[src/rtl/delta_accum.sv]
// ============================================================================
// Module   : delta_accum
// Purpose  : Rebuilds an 8-bit running value from a stream of 5-bit signed
//            deltas, one FRAME_LEN-delta frame per start strobe.
// Revision : 1.0 - initial release
// ============================================================================
`default_nettype none

module delta_accum #(
    parameter int FRAME_LEN = 8,
    parameter bit SATURATE  = 1'b1
) (
    input  logic       clk,
    input  logic       rst_n,
    input  logic [7:0] ui_in,
    output logic [7:0] uo_out,
    input  logic [7:0] uio_in,
    output logic [7:0] uio_out,
    output logic [7:0] uio_oe,
    input  logic       ena
);

    typedef enum logic [1:0] {
        S_IDLE = 2'd0,
        S_RUN  = 2'd1,
        S_DONE = 2'd2
    } state_t;

    localparam logic [3:0] C_LAST = 4'(FRAME_LEN - 1);

    state_t      r_state;
    logic [7:0]  r_acc;
    logic [3:0]  r_cnt;
    logic        r_ovf;
    logic        r_done;
    logic        r_busy;

    logic [4:0]        w_delta;
    logic              w_valid;
    logic              w_start;
    logic              w_abort;
    logic signed [9:0] w_sum;
    logic              w_out_of_range;
    logic [7:0]        w_next_acc;
    logic              w_unused;

    assign w_delta = ui_in[4:0];
    assign w_valid = ui_in[5];
    assign w_start = ui_in[6];
    assign w_abort = ui_in[7];
    assign w_unused = &{1'b0, uio_in, ena};

    // Ten bits hold the full range 0+(-16) .. 255+15 without loss.
    assign w_sum = $signed({2'b00, r_acc}) + $signed({{5{w_delta[4]}}, w_delta});
    assign w_out_of_range = w_sum[9] | w_sum[8];

    generate
        if (SATURATE) begin : g_saturate
            assign w_next_acc = !w_out_of_range ? w_sum[7:0] :
                                (w_sum[9] ? 8'h00 : 8'hFF);
        end else begin : g_wrap
            assign w_next_acc = w_sum[7:0];
        end
    endgenerate

    always_ff @(posedge clk or negedge rst_n) begin
        if (!rst_n) begin
            r_state <= S_IDLE;
            r_acc   <= 8'h00;
            r_cnt   <= 4'h0;
            r_ovf   <= 1'b0;
            r_done  <= 1'b0;
            r_busy  <= 1'b0;
        end else begin
            r_done <= 1'b0;
            if (w_abort) begin
                r_state <= S_IDLE;
                r_cnt   <= 4'h0;
                r_busy  <= 1'b0;
            end else if (w_start) begin
                r_state <= S_RUN;
                r_acc   <= {3'b000, w_delta};
                r_cnt   <= 4'h0;
                r_ovf   <= 1'b0;
                r_busy  <= 1'b1;
            end else begin
                case (r_state)
                    S_RUN: begin
                        if (w_valid) begin
                            r_acc <= w_next_acc;
                            r_cnt <= r_cnt + 4'd1;
                            if (w_out_of_range) begin
                                r_ovf <= 1'b1;
                            end
                            if (r_cnt == C_LAST) begin
                                r_state <= S_DONE;
                                r_done  <= 1'b1;
                                r_busy  <= 1'b0;
                            end
                        end
                    end
                    S_DONE: begin
                        r_state <= S_IDLE;
                    end
                    default: begin
                        r_state <= S_IDLE;
                    end
                endcase
            end
        end
    end

    assign uo_out  = r_acc;
    assign uio_out = {r_done, r_busy, r_ovf, 1'b0, r_cnt};
    assign uio_oe  = 8'hFF;

endmodule

`default_nettype wire

[config.mk]
export PLATFORM = sky130hd
export DESIGN_NAME = delta_accum
export DESIGN_NICKNAME = d
export VERILOG_FILES = /design/src/rtl/delta_accum.sv
export SDC_FILE = /design/constraint.sdc
export NUM_CORES = 1
export LEC_CHECK = 0
export ABC_AREA = 1
export CAP_MARGIN = 20
export CORE_MARGIN = 2
export CORE_UTILIZATION = 42
export DETAILED_ROUTE_END_ITERATION = 6
export PLACE_DENSITY = 0.83
export SYNTH_ARGS = -nofsm -noshare
export SYNTH_HDL_FRONTEND = slang
export SYNTH_SLANG_ARGS = --single-unit
[constraint.sdc]
create_clock -name clk -period 1.84 [get_ports clk]
set_input_delay 0.368 -clock clk [delete_from_list [all_inputs] [get_ports clk]]
set_output_delay 0.368 -clock clk [all_outputs]
set_load 0.01 [all_outputs]
# After elaboration in Yosys (flattened, before gate mapping)
# Index checks and enable logic that the tools add are counted.
# Widths: inputs -> output; s select.
totals:
  out_inout_bits: 24
  elab_cells: 53
  inputBits: 19
  regBits: 17
op_classes:
  n_eq_ne: 4
  mux: 28
  add_sub_neg: 2
  n_bitwise: 2
  reduce_logical: 11
op_table:
  columns: ["operator", "count"]
  rows:
  - ["$mux 8", 5]
  - ["$mux 4", 4]
  - ["$mux 1", 14]
  - ["$add 9x5->10", 1]
  - ["$mux 2", 5]
  - ["$reduce_bool 3->1", 3]
  - ["$ne 4x4->1 const B", 2]
  - ["$reduce_and 3->1", 2]
  - ["$reduce_bool 2->1", 3]
  - ["$add 4x1->4 const B", 1]
  - ["$eq 4x3->1 const B", 1]
  - ["$reduce_and 2->1", 2]
  - ["$reduce_and 4->1", 1]
  - ["$eq 2x1->1 const B", 1]
  - ["$not 1->1", 1]
  - ["$or 1x1->1", 1]

# Depth between registers and ports, before layout
logic_depth:
  ltp_word: 6
  mapped_depth: 13

# Worst setup path after synthesis
# No wires, ideal clock.
synth_path:
  path_type: "reg2reg"
  startpoint: "register r_acc[0] (netlist: uo_out[0])"
  endpoint: "register r_acc[1] (netlist: uo_out[1])"
  required_time_ns: 1.719
  setup_slack_ns: 0.014
  path_stages_with_launch: 13
  synth_period_minus_slack_ns: 1.826
  n_path_buf: 0
  arrival_time_ns: 1.704
  setup_ns: 0.121
  cell_sequence: "dfrtp_1 ha_1 fa_1 nand3_1 nand2_1 nand2_1 nand2_1 nand2_1 nand2_1 inv_2 nand3b_1 nand2_1 nand2_1"
synth_between:
  elab_chain_len: 6
  word_cells_on_any_way: 7
synth_rtl:
  columns: ["item", "line", "source"]
  rows:
  - ["start, declared", "32", "logic [7:0] r_acc;"]
  - ["start signal, assigned", "82", "r_acc <= {3'b000, w_delta};"]
  - ["start signal, assigned", "90", "r_acc <= w_next_acc;"]
  - ["$add 9x5->10 *", "54", "assign w_sum = $signed({2'b00, r_acc}) + $signed({{5{w_delta[4]}}, w_delta});"]
  - ["$mux 8 or $or 1x1->1 (tied branches)", "60, 55", null]
  - ["$mux 8 *", "59", "assign w_next_acc = !w_out_of_range ? w_sum[7:0] :"]
  - ["$mux 8 *", "89", "if (w_valid) begin"]
  - ["$mux 8 *", "87", "case (r_state)"]
  - ["$mux 8 *", "80", "end else if (w_start) begin"]
# Every way passes the cells marked *; elsewhere a longest branch is shown, timed or not. The select of a mux whose other input is x is not followed.
# A chain may end at the register's enable or synchronous reset.

# Worst setup path in the final report
# Same ends and word-level chain as after synthesis.

==> results.md <==
- The flow ran to the end, and the final reports show no timing, DRC or antenna violations.
- The setup path with the least slack is of type reg2reg.
- The insertion delay to the later sink of the worst-skew pair is 0.30 ns.
- After synthesis the cells add up to 1360 um^2.
- Dividing the detail-routed wire length by the instance count gives roughly 12 um.
- The TritonCTS clock tree is yes.
- The number of I/O port buffers is 24.
- Before CTS, the worst setup slack after placement is -0.568 ns.
- The tightest slew margin relative to the limit is 57.9%.
- The highest net fanout along the worst path is 8.
- The average footprint of a synthesized cell is roughly 7.3 um^2.
- The initial utilization of the core area, before any placement, comes to 44.4%.
- The antenna violation net count after detailed routing is 0.
- Summed over all layers, the routed wires come to 3300 um.
- The number of buffers and inverters on the critical path is 1.
- After clock tree synthesis, the clock-pin slew on the worst setup and hold paths is ~0.1 ns.
- The net switching share of the total power is between 30% and 40%.
- The number of search-and-repair iterations in the first detailed-routing pass is 4.
- The total global routing track utilization is 19.5%.
- The startpoint of the worst setup timing path is uo_out[0].
- The number of nets in the layout is 271.
- The die outline area is 3700 um^2.
- The cell seen most often among critical-path stages is sky130_fd_sc_hd__nand2_1.
- Per report_power, the clock group accounts for 17.0% of the total.
- The critical path required time is 2.04 ns.
- Dividing total power by cell area gives a power density of around 640 nW/um^2.
- The family with the most delay on the worst path is simple AND/OR/NAND/NOR gates.
- The net switching power is between 0.0004 and 0.0005 W.
- The final period utilization is 99.3%.
- The commonest cells after synthesis are sky130_fd_sc_hd__nand2_1, sky130_fd_sc_hd__inv_1, sky130_fd_sc_hd__dfrtp_1.
- In this run the horizontal extent of the chip is 60.8 um.
- The smallest clock period supported by the final layout is computed as 1.83 ns.
- The area growth from synthesis to final layout is 44.0%.
- The number of antenna violations at the first check in global routing came to 0.
- The I/O pin count is 43.
- The number of enable-type register cells in the synthesized netlist is 0.
- The wire length of the first global-routing pass is 5250 um.
- The fraction of final layout cells sized beyond drive strength 1 is 25.4%.
- Sequential cells were found to cover around a third of the synthesized design area.
- The worst clock skew is 0.00287 ns.
- The register bit count reported by yosys is 17.
- The count of warnings emitted by yosys is 0.
- The synthesized netlist cell count is 185.
- Global routing finished with a remaining overflow of 0.
- The signal on the critical path passes through ha_2 -> fa_2 -> nand3_2 -> nand2_2 -> nand2_2 -> nand2_2 -> nand2_1 -> nand2_1 -> inv_2 -> nand3b_1 -> nand2_1 -> nand2_1.
- The worst-case IR drop observed on VDD is between 0.0003 and 0.0004 V.
- Setup repair after global routing could not meet its margin everywhere.
- After floorplanning, the core was divided into 20 placement rows.
- The cell internal power dissipation is approximately 0.00079 W.
- The total number of clock tree sinks is 17.
- The longest clock path from root to sink contains 2 buffers.
- The most common cell in the netlist is sky130_fd_sc_hd__nand2_1.
- For this run, the leading register cell type out of synthesis is sky130_fd_sc_hd__dfrtp_1.
- The cell at the root of the clock tree is sky130_fd_sc_hd__clkbuf_4.
- The max-slew violation count was 0.
- For this design, the slowest cell found on the critical path is sky130_fd_sc_hd__dfrtp_1.
- The final routed DRC violation total is 0.
- Data arrives at the worst endpoint at 2.02 ns.
- The final non-filler cell area is approximately 2000 um^2.
- In this run, CTS created clock tree buffers numbering 3.
- Once routing completed, OpenROAD measured the worst setup slack at 0.0138 ns.
- Summed over all nets, the half-perimeter wirelength after detailed placement is 2420 um.
- The first routing iteration left 55 violations.
- The total power is around 0.0012 W.
- In this run the static leakage power is 0.992 nW.
- The number of buffers added to fix hold violations after cts is 0.
- Summed over all instances, the cell type with the most area after synthesis is sky130_fd_sc_hd__dfrtp_1.
- The H-tree depth is 1.
- The worst setup path is launched from a flip-flop.
- Registers are responsible for 35.7% of the overall power.
- From bottom edge to top edge, the die measures roughly 61 um.
- The power share of the combinational group is 47.3%.
- The setup TNS is 0 ns.
- The measured slew at the worst slew-check pin is 0.627 ns.
- The async set-or-reset flop fraction in the synthesized netlist is 100%.
- The share of the synthesized area in the top cell type is 31.4%.
- The routed layout has 1,336 vias.
- In this run the critical register-to-register path is launched from uo_out[0].
- The via density per instance is 4.70.
- The distinct cell type count of the synthesized netlist is 28.
- The maximum operating frequency is 0.548 GHz.
- The final-report hold violation count is 0.
- Max-cap violations in this run came to 0.
- The region available for standard cell placement spans slightly above 3000 um^2.
- STA classifies the critical path endpoint as a flip-flop.
- On the worst path, the slowest cell contributes a delay of about 0.41 ns.
- By area the synthesized netlist is led by sky130_fd_sc_hd__dfrtp_1, sky130_fd_sc_hd__nand2_1, sky130_fd_sc_hd__ha_1.
- Setup violations remaining at the end of the flow were counted as 0.
- Once placement finished, the instance area stood at around 1800 um^2.
- The repair_antennas step left the layout with diodes totalling 0.
- In this run the worst hold path is classified as in2async.
- The congestion estimate from routability-driven global placement came to 0.905.
- The largest net degree at the start of global routing is 18.
- The number of global-route vias before repair was 1,232.
==> per-stage QoR <==
stage               hold WS [ns]  util (%)  std cells
floorplan                 0.0724         -        192
global placement           0.473      58.4        274
detailed placement         0.486      58.4        274
CTS                        0.368      61.5        279
global route               0.400      63.9        284
finish                     0.368      63.9        284
==> sequential cells by signal (all words and copies together), names as in the netlist <==
signal	cells
r_busy	1
r_cnt	4
r_done	1
r_ovf	1
r_state	2
uo_out	8
==> placed cells by master (no fill, tap or decap), drive strengths merged <==
cell,netlist,final
o31ai,1,1
o211ai,1,1
dlymetal6s2s,0,1
nand3,17,17
dlygate4sd2,0,4
nand3b,2,2
clkinv,0,1
ha,10,10
clkdlybuf4s50,0,18
xor2,1,1
clkbuf,0,3
nor2,15,15
a22oi,5,5
o21ai,4,4
dfrtp,17,17
nand2,55,55
xnor2,4,4
inv,26,26
conb,2,9
a21oi,8,8
nand4,2,2
clkdlybuf4s15,0,1
fa,1,1
nor4,1,1
buf,12,32
nor3,1,1
==> power groups by stage <==
stage	clock, W	sequential (W)	combinational (W)
floorplan	0	0.000452	0.000281
global placement	0	0.000443	0.000498
detailed placement	0	0.000442	0.000507
CTS	0.000218	0.000440	0.000540
global route	0.000226	0.000447	0.000653
finish	0.000212	0.000443	0.000587
==> repair_timing <==
action / CTS / global route
resized for setup: 16 / 6
hold endpoints to repair: 0 / 0
gates cloned: 0 / 0
setup buffers: 1 / 5
pin swaps: 5 / 7
endpoints found under the setup margin: 9 / 9
==> per-layer routing <==
metal | track usage (%) | vias up | part of all wire [%]
li1 | - | 682 | -
met4 | 8.70 | 0 | 2.1
met3 | 3.84 | 7 | 4.5
met1 | 25.4 | 605 | 46
met5 | 0 | - | 0
met2 | 31.3 | 42 | 47
==> worst reg2reg max path, stage by stage, from the launching register on <==
cell	delay (ns)
sky130_fd_sc_hd__dfrtp_1	0.41
sky130_fd_sc_hd__ha_2	0.19
sky130_fd_sc_hd__fa_2	0.35
sky130_fd_sc_hd__nand3_2	0.08
sky130_fd_sc_hd__nand2_2	0.08
sky130_fd_sc_hd__nand2_2	0.08
sky130_fd_sc_hd__nand2_2	0.06
sky130_fd_sc_hd__nand2_1	0.06
sky130_fd_sc_hd__nand2_1	0.05
sky130_fd_sc_hd__inv_2	0.13
sky130_fd_sc_hd__nand3b_1	0.09
sky130_fd_sc_hd__nand2_1	0.08
sky130_fd_sc_hd__nand2_1	0.06
==> final timing paths <==
| path | cells after the start | end | slack, ns |
|---|---|---|---|
| worst max-delay path | 12 | uo_out[1] | 0.01 |
| worst min-delay path | 2 | r_busy | 0.37 |
| worst max register to register | 12 | uo_out[1] | 0.01 |
| worst min register to register | 1 | r_cnt[3] | 0.50 |
| max in group asynchronous | 2 | uo_out[1] | 1.29 |
| min in group clk | 3 | uo_out[0] | 0.46 |
==> cells by family (layout without fill, tap and decap cells) <==
kind of cell | Yosys count | count (layout) | share of synthesized area [%]
flops | 17 | 17 | 31.4
fa+ha+maj | 11 | 11 | 10.7
xor+xnor | 5 | 5 | 3.23
other cells | 2 | 9 | 0.554
simple gates | 93 | 93 | 30.0
buf+inv | 38 | 86 | 13.9
compound gates | 19 | 19 | 10.2
==> area by class of cell <==
type | count | area, um^2
Clock buffer | 3 | 22.5
Clock inverter | 1 | 5.00
Fill cell | 259 | 1100
Inverter | 26 | 97.6
Multi-Input combinational cell | 137 | 866
Sequential cell | 17 | 425
Tap cell | 44 | 55.1
Timing Repair Buffer | 56 | 479
(Power assumes the default switching activity.)
